[src/rtl/line_mem_ctrl.sv]
// rtl/line_mem_ctrl.sv - whole-line fill / write-back engine on a word-serial external bus
module line_mem_ctrl #(
  parameter int LINE_WORDS = 16,
  parameter int ADDR_W     = 24,
  parameter int WORD_W     = 32
) (
  input  logic                         clk,
  input  logic                         rst,
  input  logic                         mem_r_en,
  input  logic                         mem_w_en,
  input  logic [ADDR_W-1:0]            mem_addr,
  input  logic [LINE_WORDS*WORD_W-1:0] line_store,
  output logic [LINE_WORDS*WORD_W-1:0] line_read,
  output logic                         mem_ready,
  output logic                         mem_done,
  output logic                         ext_req,
  output logic                         ext_we,
  output logic [ADDR_W-1:0]            ext_addr,
  output logic [WORD_W-1:0]            ext_wdata,
  input  logic [WORD_W-1:0]            ext_rdata,
  input  logic                         ext_ack
);

  localparam int CNT_W = $clog2(LINE_WORDS);
  localparam logic [CNT_W-1:0] LAST_CNT = CNT_W'(LINE_WORDS - 1);

  localparam logic [1:0] IDLE     = 2'd0;
  localparam logic [1:0] WR_BURST = 2'd1;
  localparam logic [1:0] RD_BURST = 2'd2;
  localparam logic [1:0] DONE     = 2'd3;

  logic [1:0]               state;
  logic [CNT_W-1:0]         cnt;
  logic [ADDR_W-CNT_W-1:0]  base_hi;
  logic                     pend_rd;
  logic [WORD_W-1:0]        wbuf [LINE_WORDS];
  logic                     last_word;
  logic                     unused_addr_lsbs;

  // Word offset inside the line is dropped; the counter supplies it instead,
  // so the burst address can never carry into the neighbouring line.
  assign unused_addr_lsbs = ^mem_addr[CNT_W-1:0];

  assign last_word = (cnt == LAST_CNT);
  assign mem_ready = (state == IDLE);
  assign mem_done  = (state == DONE);
  assign ext_req   = (state == WR_BURST) || (state == RD_BURST);
  assign ext_we    = (state == WR_BURST);
  assign ext_addr  = {base_hi, cnt};
  assign ext_wdata = wbuf[cnt];

  always_ff @(posedge clk or posedge rst) begin
    if (rst) begin
      state     <= IDLE;
      cnt       <= '0;
      base_hi   <= '0;
      pend_rd   <= 1'b0;
      line_read <= '0;
      for (int i = 0; i < LINE_WORDS; i++) begin
        wbuf[i] <= '0;
      end
    end else begin
      case (state)
        IDLE: begin
          if (mem_r_en || mem_w_en) begin
            base_hi <= mem_addr[ADDR_W-1:CNT_W];
            cnt     <= '0;
            pend_rd <= mem_r_en;
            for (int i = 0; i < LINE_WORDS; i++) begin
              wbuf[i] <= line_store[i*WORD_W +: WORD_W];
            end
            // A combined request writes back first, then fills the same line.
            state <= mem_w_en ? WR_BURST : RD_BURST;
          end
        end
        WR_BURST: begin
          if (ext_ack) begin
            cnt <= cnt + 1'b1;
            if (last_word) begin
              state <= pend_rd ? RD_BURST : DONE;
            end
          end
        end
        RD_BURST: begin
          if (ext_ack) begin
            line_read[int'(cnt)*WORD_W +: WORD_W] <= ext_rdata;
            cnt <= cnt + 1'b1;
            if (last_word) begin
              state <= DONE;
            end
          end
        end
        default: begin
          state <= IDLE;
        end
      endcase
    end
  end

endmodule

[config.mk]
export PLATFORM = sky130hd
export DESIGN_NAME = line_mem_ctrl
export DESIGN_NICKNAME = d
export VERILOG_FILES = /design/src/rtl/line_mem_ctrl.sv
export SDC_FILE = /design/constraint.sdc
export NUM_CORES = 2
export LEC_CHECK = 0
export ABC_AREA = 1
export BUFFER_PORTS_ARGS = -buffer_cell sky130_fd_sc_hd__buf_2
export CAP_MARGIN = 25
export CORE_AREA = 5 5 442 444
export DETAILED_ROUTE_END_ITERATION = 8
export DIE_AREA = 0 0 447 449
export GPL_ROUTABILITY_DRIVEN = 0
export PLACE_DENSITY = 0.43
export SLEW_MARGIN = 20
export SYNTH_ARGS = -nofsm -noshare
export SYNTH_HDL_FRONTEND = slang
export SYNTH_SLANG_ARGS = --single-unit
[constraint.sdc]
create_clock -name clk -period 40.1 [get_ports clk]
set_input_delay 8.02 -clock clk [delete_from_list [all_inputs] [get_ports clk]]
set_output_delay 8.02 -clock clk [all_outputs]
set_load 0.01 [all_outputs]
==> results_dict.tcl <==
set metrics [dict create \
    num_rows 161 \
    cts-root-buf "clkbuf_16" \
    path_class "flop to output port" \
    vdd_drop_max_mv 0.0828 \
    min-delay-start "wbuf[286]$_DFFE_PP0P_" \
    p_leak_nw 30.6 \
    first_iter_violations 3478 \
    yosysTopAreaCellShare_pct 55.4 \
    vias 45081 \
    antenna_found_initial 115 \
    hpwlAfterDp_um 162000 \
    finalSetupViolCount 0 \
    area_growth_pct 26.0 \
    synth_area_per_cell_um2 8.14 \
    die-area_um2 201000 \
    clockBufferDepth 3 \
    overflow 0 \
    cts_sinks 1051 \
    ys_seq_elements 1051 \
    power.density_nw_per_um2 75.4 \
    cts_tree "built" \
    syn-cell-area_um2 47400 \
    cp-startpoint "cnt[1]$_DFFE_PP0P_" \
    cp.required_ns 32.08 \
    wl_um 233000 \
    die_y_um 449 \
    ioPinCount 1145 \
    die_w_um 447 \
    grt_pass1_wl_um 330000 \
    htree_levels 4 \
    cts_hold_buf 0 \
    ys_async_sr_fraction_pct 100 \
    vias_per_cell 4.79 \
    grt_max_degree 194 \
    fin_crit_ns 12.76 \
    r2r_cells 13 \
    grtUsageTotal_pct 22.4 \
    synth-edff-count 0 \
    grt_pass1_vias 44212 \
    end_kind "output port" \
    synth_warnings 0 \
    worst_slew_pin_slew_ns 1.10 \
    worstPathMaxFanout 54 \
    ys_seq_area_share_pct 55.4 \
    syn_nets 6409 \
    dr.pass1.iters 5 \
    nets 7307 \
    crit_path_start_kind "flop" \
    status "finished clean" \
    final_common_cell "nand2_1" \
    clock-skew-final_ns 0.0222 \
    synth_ff_type "dfrtp_1" \
    routedWlPerCell_um 24.8 \
    hold_viol_final 0 \
    cap_violations 0 \
    layout.cells.non_filler 9410 \
    drive_gt1_share_pct 22.2 \
    drtAntennaViolNets 0 \
    worst-endpoint-arrival_ns 4.74 \
    port-buffer-count 1140 \
    fmax_mhz 78.4 \
    fin_crit_sh_pct 31.8 \
    hp-class "flop to flop" \
    cts_post_setup_buffers_inserted 0 \
    synth_cell_types 32 \
    ys_top_cells_by_area "dfrtp_1 55%, nand2_1 15%, o21ai_0 6.2%, nand3_1 4.8%, a21oi_1 2.7%" \
    clk_latency_ns 0.79 \
    fin_setup_tns_ns 0 \
    drc 0 \
    r2r_start "cnt[0]$_DFFE_PP0P_" \
    dp.cells 9112 \
    coreArea_um2 191000 \
    synth_top_cell_by_area "dfrtp_1" \
    cts-resized-gates 0 \
    synthCells 5827 \
    rsz0062_at_grt "false" \
    drv_slew 0 \
    hold_depth 2 \
    relSlewSlack_pct 26.5 \
    final_cell_mix "1945 x nand2_1, 1146 x buf_2, 1047 x dfrtp_1" \
    initial_core_util_pct 24.8 \
    path_clk_slew_ns 0.06 \
    cts_buffers 131 \
]
power breakdown:
| group | switching, mW | internal [mW] |
|---|---|---|
| combinational | 1.38 | 0.423 |
| clock | 0.513 | 0.706 |
| sequential | 0.135 | 1.35 |
| total | 2.03 | 2.48 |
metal layers:
metal | part of all wire, % | global-route usage [%] | up-vias
met5 | 0.10 | 0 | -
met3 | 7.2 | 5.50 | 438
met2 | 48 | 37.6 | 1709
li1 | - | - | 20972
met1 | 40 | 27.4 | 21922
met4 | 4.4 | 9.84 | 40
metrics by stage:
stage                     area, µm²  hold WS [ns]  setup WS (ns)  util [%]  power (mW)
after detailed placement      55100         0.453          27.92      28.8        3.33
final                         59800         0.463          27.34      31.3        4.51
after global placement        55000         0.448          27.73      28.8        3.30
after CTS                     59500         0.467          27.06      31.1        4.57
after global routing          59700         0.474          27.06      31.2        4.80
after floorplan               47400         0.437           2.50         -        2.60
synth_stat cells (8+ instances only):
cell and n:
nand2_1 1947, dfrtp_1 1051, o21ai_0 591, nand3_1 454, inv_1 305, a21oi_1 260
clkbuf_1 230, o21ai_1 228, nor3_1 192, buf_2 184, nand4_1 164, nor2_1 87
buf_1 32, or2_2 18, buf_4 12, nand2_2 12, ha_1 9, inv_2 9
or2_1 9, buf_6 8
registers in the layout, summed over array words and instances, names as in the netlist:
name       cells
wbuf         512
cnt            4
pend_rd        1
line_read    512
state          2
base_hi       20
critical path: stages (launching register included):
cell	delay, ns
dfrtp_4	0.75
inv_6	0.55
buf_4	0.79
buf_4	0.58
a21oi_1	0.07
o21ai_0	0.11
nand3_1	0.14
nand3_1	0.32
nand2_1	0.26
buf_2	0.22
path summary, 6_finish.rpt:
| check | endpoint | slack, ns |
|---|---|---|
| worst max-delay path | ext_wdata[7] | 27.34 |
| worst min-delay path | wbuf[286]$_DFFE_PP0P_ | 0.46 |
| worst max register to register | line_read[44]$_DFFE_PP0P_ | 33.60 |
| worst min register to register | wbuf[286]$_DFFE_PP0P_ | 0.46 |
| max in group asynchronous | wbuf[317]$_DFFE_PP0P_ | 29.07 |
| min in group asynchronous | wbuf[473]$_DFFE_PP0P_ | 7.23 |
layout make-up:
type	instances	area, µm²
diodes	59	148
multi-input cells	3992	18000
clock inverters	40	513
clock buffers	193	3860
flip-flops and latches	1051	26300
fillers	20887	131000
repair buffers	1233	6590
inverters	316	1230
well taps	2526	3160
cell families after synthesis:
group	synth area share, %
buf+inv	6.93
simple gates	26.0
flops	55.4
compound gates	11.4
fa+ha+maj	0.237
Power figures use the tool's default switching activity.
